--- config.mk ---
export PLATFORM = sky130hd
export DESIGN_NAME = bus_demux_1x4
export DESIGN_NICKNAME = d
export VERILOG_FILES = /design/src/rtl/bus_demux_1x4_pkg.sv /design/src/rtl/bus_demux_1x4_timeout_ctr.sv /design/src/rtl/bus_demux_1x4.sv
export SDC_FILE = /design/constraint.sdc
export NUM_CORES = 1
export LEC_CHECK = 0
export CORE_ASPECT_RATIO = 1.1
export CORE_MARGIN = 4
export CORE_UTILIZATION = 28
export CTS_BUF_LIST = sky130_fd_sc_hd__clkbuf_8
export CTS_CLUSTER_SIZE = 10
export DETAILED_ROUTE_END_ITERATION = 12
export GPL_TIMING_DRIVEN = 0
export PLACE_DENSITY = 0.69
export REMOVE_ABC_BUFFERS = 1
export SYNTH_ARGS = -nofsm -noshare
export SYNTH_HDL_FRONTEND = slang
export SYNTH_HIERARCHICAL = 1
export SYNTH_SLANG_ARGS = --single-unit
--- constraint.sdc ---
create_clock -name clk -period 3.17 [get_ports clk]
set_input_delay 0.634 -clock clk [delete_from_list [all_inputs] [get_ports clk]]
set_output_delay 0.634 -clock clk [all_outputs]
set_load 0.05 [all_outputs]
--- src/rtl/bus_demux_1x4_pkg.sv ---
// Shared definitions for the 1:4 initiator-to-target bus demultiplexer:
// bus widths, default parameters, FSM state encoding and a select helper.
package bus_demux_1x4_pkg;

    localparam int ADDR_W          = 32;
    localparam int DATA_W          = 32;
    localparam int BE_W            = 4;
    localparam int N_TGT           = 4;
    localparam int SEL_W           = 2;
    localparam int CNT_W           = 16;
    localparam int DEFAULT_SEL_LSB = 28;
    localparam int DEFAULT_TIMEOUT = 255;

    localparam logic [N_TGT-1:0] DEFAULT_TARGET_EN = 4'b1111;

    typedef enum logic [1:0] {
        ST_IDLE  = 2'd0,
        ST_ISSUE = 2'd1,
        ST_WAIT  = 2'd2,
        ST_RESP  = 2'd3
    } state_e;

    function automatic logic [N_TGT-1:0] tgt_onehot(input logic [SEL_W-1:0] sel);
        logic [N_TGT-1:0] oh;
        oh      = '0;
        oh[sel] = 1'b1;
        return oh;
    endfunction

endpackage

--- src/rtl/bus_demux_1x4_timeout_ctr.sv ---
// Transaction watchdog: counts cycles spent waiting on a target and flags the
// cycle that is the terminal-th one, so the caller can force an error response.
module bus_demux_1x4_timeout_ctr
    import bus_demux_1x4_pkg::*;
#(
    parameter int W = CNT_W
) (
    input  logic         clk,
    input  logic         rst,
    input  logic         clr,
    input  logic         en,
    input  logic [W-1:0] terminal,
    output logic         expired
);

    logic [W-1:0] count_q;
    logic [W-1:0] count_d;
    logic [W:0]   count_inc;

    // count_q holds the cycles already completed, so the current cycle is count_q+1.
    assign count_inc = {1'b0, count_q} + {{W{1'b0}}, 1'b1};
    assign expired   = en && (count_inc == {1'b0, terminal});

    always_comb begin
        count_d = count_q;
        if (clr) begin
            count_d = '0;
        end else if (en && !count_inc[W]) begin
            count_d = count_inc[W-1:0];
        end
    end

    always_ff @(posedge clk) begin
        if (rst) begin
            count_q <= '0;
        end else begin
            count_q <= count_d;
        end
    end

endmodule

--- src/rtl/bus_demux_1x4.sv ---
// Routes one initiator request to one of four targets selected by two address
// bits and returns that target's response; silent or missing targets yield errors.
module bus_demux_1x4
    import bus_demux_1x4_pkg::*;
#(
    parameter int               SEL_LSB   = DEFAULT_SEL_LSB,
    parameter logic [N_TGT-1:0] TARGET_EN = DEFAULT_TARGET_EN,
    parameter int               TIMEOUT   = DEFAULT_TIMEOUT
) (
    input  logic                    clk,
    input  logic                    rst,

    input  logic                    req_valid,
    output logic                    req_ready,
    input  logic [ADDR_W-1:0]       req_addr,
    input  logic [DATA_W-1:0]       req_wdata,
    input  logic                    req_we,
    input  logic [BE_W-1:0]         req_be,

    output logic                    rsp_valid,
    output logic [DATA_W-1:0]       rsp_rdata,
    output logic                    rsp_err,

    output logic [N_TGT-1:0]        t_req_valid,
    input  logic [N_TGT-1:0]        t_req_ready,
    output logic [ADDR_W-1:0]       t_req_addr,
    output logic [DATA_W-1:0]       t_req_wdata,
    output logic                    t_req_we,
    output logic [BE_W-1:0]         t_req_be,

    input  logic [N_TGT-1:0]        t_rsp_valid,
    input  logic [N_TGT*DATA_W-1:0] t_rsp_rdata,
    input  logic [N_TGT-1:0]        t_rsp_err
);

    localparam logic [CNT_W-1:0] TIMEOUT_CNT = CNT_W'(TIMEOUT);

    state_e             state_q;
    state_e             state_d;
    logic [SEL_W-1:0]   sel_q;
    logic [SEL_W-1:0]   sel_d;
    logic [ADDR_W-1:0]  addr_q;
    logic [ADDR_W-1:0]  addr_d;
    logic [DATA_W-1:0]  wdata_q;
    logic [DATA_W-1:0]  wdata_d;
    logic               we_q;
    logic               we_d;
    logic [BE_W-1:0]    be_q;
    logic [BE_W-1:0]    be_d;
    logic [N_TGT-1:0]   t_req_valid_q;
    logic [N_TGT-1:0]   t_req_valid_d;
    logic               rsp_valid_q;
    logic               rsp_valid_d;
    logic               rsp_err_q;
    logic               rsp_err_d;
    logic [DATA_W-1:0]  rsp_rdata_q;
    logic [DATA_W-1:0]  rsp_rdata_d;

    logic [SEL_W-1:0]   req_sel;
    logic               accept;
    logic               cnt_en;
    logic               expired;
    logic               sel_ready;
    logic               sel_rsp;
    logic               take_rsp;
    logic               force_err;
    logic [DATA_W-1:0]  rsp_slice [N_TGT];

    generate
        for (genvar gi = 0; gi < N_TGT; gi++) begin : g_rsp_slice
            assign rsp_slice[gi] = t_rsp_rdata[gi*DATA_W +: DATA_W];
        end
    endgenerate

    // Higher address bits are ignored, so the target map aliases across the space.
    assign req_sel   = req_addr[SEL_LSB+1:SEL_LSB];
    assign req_ready = (state_q == ST_IDLE) && !rst;
    assign accept    = req_valid && req_ready;
    assign cnt_en    = (state_q == ST_ISSUE) || (state_q == ST_WAIT);
    assign sel_ready = t_req_ready[sel_q];
    assign sel_rsp   = t_rsp_valid[sel_q];

    bus_demux_1x4_timeout_ctr #(
        .W        (CNT_W)
    ) u_timeout (
        .clk      (clk),
        .rst      (rst),
        .clr      (accept),
        .en       (cnt_en),
        .terminal (TIMEOUT_CNT),
        .expired  (expired)
    );

    always_ff @(posedge clk) begin
        if (rst) begin
            state_q       <= ST_IDLE;
            sel_q         <= '0;
            addr_q        <= '0;
            wdata_q       <= '0;
            we_q          <= 1'b0;
            be_q          <= '0;
            t_req_valid_q <= '0;
            rsp_valid_q   <= 1'b0;
            rsp_err_q     <= 1'b0;
            rsp_rdata_q   <= '0;
        end else begin
            state_q       <= state_d;
            sel_q         <= sel_d;
            addr_q        <= addr_d;
            wdata_q       <= wdata_d;
            we_q          <= we_d;
            be_q          <= be_d;
            t_req_valid_q <= t_req_valid_d;
            rsp_valid_q   <= rsp_valid_d;
            rsp_err_q     <= rsp_err_d;
            rsp_rdata_q   <= rsp_rdata_d;
        end
    end

    // A captured response always beats the watchdog in the same cycle.
    always_comb begin
        state_d   = state_q;
        take_rsp  = 1'b0;
        force_err = 1'b0;
        case (state_q)
            ST_IDLE: begin
                if (accept) begin
                    if (!TARGET_EN[req_sel]) begin
                        state_d   = ST_RESP;
                        force_err = 1'b1;
                    end else begin
                        state_d   = ST_ISSUE;
                    end
                end
            end
            ST_ISSUE: begin
                if (sel_ready && sel_rsp) begin
                    state_d  = ST_RESP;
                    take_rsp = 1'b1;
                end else if (expired) begin
                    state_d   = ST_RESP;
                    force_err = 1'b1;
                end else if (sel_ready) begin
                    state_d = ST_WAIT;
                end
            end
            ST_WAIT: begin
                if (sel_rsp) begin
                    state_d  = ST_RESP;
                    take_rsp = 1'b1;
                end else if (expired) begin
                    state_d   = ST_RESP;
                    force_err = 1'b1;
                end
            end
            ST_RESP: begin
                state_d = ST_IDLE;
            end
            default: begin
                state_d = ST_IDLE;
            end
        endcase
    end

    always_comb begin
        sel_d   = sel_q;
        addr_d  = addr_q;
        wdata_d = wdata_q;
        we_d    = we_q;
        be_d    = be_q;
        if (accept) begin
            sel_d   = req_sel;
            addr_d  = req_addr;
            wdata_d = req_wdata;
            we_d    = req_we;
            be_d    = req_be;
        end

        t_req_valid_d = (state_d == ST_ISSUE) ? tgt_onehot(sel_d) : '0;
        rsp_valid_d   = (state_d == ST_RESP);

        rsp_rdata_d = '0;
        rsp_err_d   = 1'b0;
        if (take_rsp) begin
            rsp_rdata_d = we_q ? '0 : rsp_slice[sel_q];
            rsp_err_d   = t_rsp_err[sel_q];
        end else if (force_err) begin
            rsp_err_d   = 1'b1;
        end
    end

    assign t_req_valid = t_req_valid_q;
    assign t_req_addr  = addr_q;
    assign t_req_wdata = wdata_q;
    assign t_req_we    = we_q;
    assign t_req_be    = be_q;
    assign rsp_valid   = rsp_valid_q;
    assign rsp_rdata   = rsp_rdata_q;
    assign rsp_err     = rsp_err_q;

endmodule

# Word-level counts from Yosys, hierarchy flattened

Cells that the tools add are included.

Input bits: 212
Logic and storage cells: 72
Register bits after elaboration: 127

$lt $le $gt $ge: 5
Reductions and logical operators: 13
Equal/unequal tests: 6
Add/subtract/negate cells: 1
Muxes and demuxes: 33
Bitwise gates (word level): 3

Operators with widths:

| operator              | number |
|---|---|
| $bmux 32 s2           | 1 |
| $mux 32               | 2 |
| $add 16x1->17 const B | 1 |
| $eq 17x8->1 const B   | 1 |
| $mux 2                | 8 |
| $mux 1                | 14 |
| $lt 2x3->1 const B    | 3 |
| $bmux 1 s2            | 4 |
| $pmux 2 s4            | 1 |
| $eq 2x2->1 const B    | 3 |
| $logic_and 1x1->1     | 6 |
| $eq 2x1->1 const B    | 2 |
| $reduce_or 2->1       | 2 |
| $ge 3x3->1 const B    | 1 |
| $not 2->3             | 1 |
| $pmux 1 s3            | 1 |
| $reduce_or 3->1       | 1 |
| $demux 1 s2           | 1 |
| $ge 2x1->1 const B    | 1 |
| $logic_not 1->1       | 2 |
| $logic_not 2->1       | 1 |
| $not 1->1             | 2 |
| $pmux 1 s2            | 1 |
| $logic_or 1x1->1      | 1 |

# Logic depth before layout (Yosys ltp)

Word-level depth: 9
Gate-level depth with buffers: 13

# Hierarchy

The synthesis kept the hierarchy.

By module, submodules not included:

| module                    | area each (um2) | sequential area each (um2) | instances | cells each |
|---|---|---|---|---|
| bus_demux_1x4             | 4769.6          | 2222.1                     | 1         | 470 |
| bus_demux_1x4_timeout_ctr | 1243.7          | 320.3                      | 1         | 159 |

# Least setup slack after synthesis

OpenSTA, ideal clock, no wires.

Kind: reg2reg
Start: register u_timeout.count_q[0]
End: register t_req_valid_q[3], in the netlist t_req_valid[3]
Clock period less this slack: 3025 ps
Path slack: 145 ps
Arrival time: 2935 ps
Cell stages (with the launch flop): 13
Data required time: 3080 ps
Cells stage by stage: dfxtp_1 > ha_1 > nand4_1 > nor2_1 > clkbuf_1 > nand2_1 > xnor2_1 > or4_4 > a2111oi_2 > inv_1 > a311oi_2 > a211oi_4 > nor4bb_2

Longest elaborated chain between the ends: 9
Elaborated cells on any way between the ends: 11
Those cells by class: 1 x add/sub; 2 x eq/ne; 5 x mux; 1 x bitwise; 2 x reduce/logical

Ends and longest elaborated chain:

| what                        | RTL line                                   | RTL |
|---|---|---|
| start, declared             | bus_demux_1x4_timeout_ctr.sv:16            | `logic [W-1:0] count_q;` |
| start signal, assigned      | bus_demux_1x4_timeout_ctr.sv:37            | `count_q <= count_d;` |
| $add 16x1->17 *             | bus_demux_1x4_timeout_ctr.sv:21            | `assign count_inc = {1'b0, count_q} + {{W{1'b0}}, 1'b1};` |
| $eq 17x8->1 *               | bus_demux_1x4_timeout_ctr.sv:22            | `assign expired = en && (count_inc == {1'b0, terminal});` |
| $logic_and 1x1->1 *         | bus_demux_1x4_timeout_ctr.sv:22            |  |
| named net expired           | bus_demux_1x4.sv:62                        | `logic expired;` |
| $mux 2 (on tied branches)   | bus_demux_1x4.sv:151, bus_demux_1x4.sv:140 |  |
| $mux 2 (on tied branches)   | bus_demux_1x4.sv:148, bus_demux_1x4.sv:137 |  |
| $pmux 2 s4 *                | bus_demux_1x4.sv:125                       | `case (state_q)` |
| $eq 2x1->1 *                | bus_demux_1x4.sv:179                       | `t_req_valid_d = (state_d == ST_ISSUE) ? tgt_onehot(sel_d) : '0;` |
| $not 1->1 (no line) *       | n/a                                        |  |
| $reduce_or 2->1 (no line) * | n/a                                        |  |
| end signal, assigned        | bus_demux_1x4.sv:113                       | `t_req_valid_q <= t_req_valid_d;` |
| end, declared               | bus_demux_1x4.sv:50                        | `logic [N_TGT-1:0] t_req_valid_q;` |

Mark *: on every way through the listed nets, which the timed path passes. The rest lies on a longest branch.
A chain may end at the register's enable or synchronous reset.

# Final worst setup path

Ends and elaborated chain as after synthesis.

==> results.cfg <==
[status]
outcome = finished clean

[setup_path]
slowest_delay_ns = 0.54
crit_slowest_cell = or4_4
ff2ff_path_depth = 11
r2r_slack_ns = 0.13
r2r_end = t_req_valid[3]
cp-end-kind = flop
critPathLaunchType = flop
reg2reg_from = u_timeout/count_q[0]
criticalPathCategory = reg2reg
critPathArrivalTime_ns = 3.37
cp.required_ns = 3.50
cp_max_fo = 7
path_cells = ha_4 > nand3_4 > a21oi_2 > o21ai_0 > a22o_1 > or4_4 > a2111oi_4 > inv_2 > a311oi_4 > a211oi_4 > nor4bb_2

[clocking]
insertion_delay_ns = 0.43
numCtsBuffers = 17
cts_root_buffer = clkbuf_8
ctsLongestPathBuffers = 2
cts_tree = done
cts_sinks = 127
htree_levels = 4
clk_pin_slew_ns = 0.08

[power]
p_leak_nw = 3.87
fin_total_pwr_mw = 6.10
powerDensity_nw_per_um2 = 602
peakVddDrop_v = 0.000246

[logic_synthesis]
synth_cell_types = 53
yosysMostFrequentCell = nand2_1
synth_common_cells = nand2_1, dfxtp_1, nand3b_1
syn-cell-area_um2 = 6010
ys_seq_elements = 127
ys_warn_count = 6
synth-main-ff-cell = dfxtp_1
synthCells = 629
async_flop_share_pct = 0
ys_top_cells_by_area = dfxtp_1, mux4_2, nand2_1
yosysTopAreaCell = dfxtp_1
synth.top_cell.area_share_pct = 42.3
avgSynthCellArea_um2 = 9.56
yosysSeqAreaShare_pct = 42.3
synth_edf_count = 0

[placement]
gp_congestion = 0.816
dp.final_hpwl_um = 15600
io_buffers = 319
dp_slack_ns = -0.947

[route]
via_per_inst = 4.47
vias = 5629
routed_wl_um = 20400
detail-route-antenna-nets = 0
drc = 0
drt-initial-drc-count = 264
first_pass_iters = 4
avgRoutedWirePerCell_um = 16.2

[die]
die_w_um = 148
coreArea_um2 = 20900
rows = 55
die-area_um2 = 23900
ios = 320
start_util_pct = 28.8
die_y_um = 162

[timing]
fin_ws_ns = 0.130
finalCritPeriodShare_pct = 95.9
hold_viol = 0
setup_viol = 0
fmax_ghz = 0.329
worst-slew-pin-transition_ns = 0.795
finClkSkew_ns = 0.0210
slew_viol_final = 0
min_period_ns = 3.04
slew_headroom_pct = 47.0

[finish]
regArea_um2 = 2560
drive_gt1_share_pct = 11.4
nets = 1178
diodes = 0
multiInputGateArea_um2 = 3410
area_growth_pct = 68.5
n_fill_cell = 1962

[global_routing]
grt_max_degree = 71
first_global_vias = 5512
track_usage_pct = 16.4
grt-ovfl-total = 0
antenna_found_initial = 0
grt_pass1_wl_um = 30800

[job]
drv_cap = 0

[min_path]
hold_class = reg2reg
hold_start = t_req_addr[28]
min_path_cells = 2
holdPathEnd = t_req_addr[28]
-- placed cells by master, fill, tap and decap left out, types with 6 or more instances in the layout --
| cell | synthesis | final |
|---|---|---|
| clkbuf_8 | 0 | 17 |
| xnor2_1 | 14 | 14 |
| conb_1 | 2 | 30 |
| nand3_1 | 11 | 11 |
| nand2_1 | 152 | 152 |
| xor2_1 | 20 | 19 |
| mux4_2 | 35 | 35 |
| nor2_1 | 27 | 26 |
| nor3_1 | 6 | 6 |
| and3_1 | 7 | 6 |
| nand3b_1 | 71 | 71 |
| a21oi_1 | 7 | 6 |
| nor2b_1 | 36 | 36 |
| clkdlybuf4s50_1 | 0 | 318 |
| inv_1 | 6 | 7 |
| dfxtp_1 | 127 | 115 |
| dfxtp_2 | 0 | 9 |
-- sequential cells by signal, summed over array words and instances (netlist names) --
register / flops
t_req_we: 1
u_timeout/count_q: 16
state_q: 2
rsp_err: 1
sel_q: 2
t_req_valid: 4
t_req_be: 4
t_req_addr: 32
rsp_rdata: 32
rsp_valid: 1
t_req_wdata: 32
-- where the power goes --
part	switching, mW	internal (mW)
registers	0.143	1.84
clock network	0.676	0.775
logic	1.60	1.06
-- critical path: cells and delay by family, from the launching register on --
kind                       cells  cell delay (ns)
AOI/OAI and AO/OA              6             1.35
adders and majority gates      1             0.18
buffers and inverters          1             0.10
DFF                            1             0.38
and+or+nand+nor                3             0.91
-- cell families after synthesis --
family                     after synthesis  share of synthesized area, %
AOI/OAI and AO/OA                       33                          4.47
xor gates and xnor gates                34                          4.95
adders and majority gates                5                          1.04
buffers and inverters                   53                          3.93
DFF                                    127                          42.3
muxes                                   40                          13.9
other                                    2                         0.125
and+or+nand+nor                        335                          29.3
-- per-layer routing --
layer	up-vias	global-route usage, %	wire [µm]
met5	-	0	0
met4	0	4.28	352
met3	29	4.94	1290
met2	161	28.4	10200
met1	2647	19.8	8500
li1	2792	-	-
-- how the worst max path moves through the flow --
stage	start	to
2_1_floorplan	rst	u_timeout/count_q[0]
6_report	u_timeout/count_q[0]	t_req_valid[3]
3_3_place_gp	rst	u_timeout/count_q[1]
5_1_grt	u_timeout/count_q[0]	t_req_valid[3]
4_1_cts	u_timeout/count_q[0]	t_req_valid[3]
3_5_place_dp	rst	u_timeout/count_q[3]
-- cell type report --
cell class	count	area share (%)
flip-flops and latches	127	25.3
clock buffers	17	2.31
well taps	285	3.52
clock inverters	14	1.67
repair buffers	331	33.3
multi-input cells	477	33.7
inverters	7	0.284
-- what timing repair did --
item,in CTS,in global routing
hold buffers,0,0
pin swaps,1,6
endpoints found under the setup margin,94,6
setup buffers,2,3
gates resized for setup,6,23
-- stage by stage --
stage / area, µm² / setup TNS, ns / utilization [%] / hold WS [ns] / cells
final: 10100 / 0 / 48.6 / 0.460 / 1258
after CTS: 10000 / -0.0792 / 48.0 / 0.464 / 1254
after global placement: 9460 / -469.38 / 45.4 / 0.445 / 1215
after detailed placement: 9570 / -55.03 / 45.9 / 0.454 / 1221
after floorplan: 5910 / -26.32 / - / 0.503 / 611
after global routing: 10100 / -0.0207 / 48.6 / 0.478 / 1258
(Power assumes the default switching activity.)
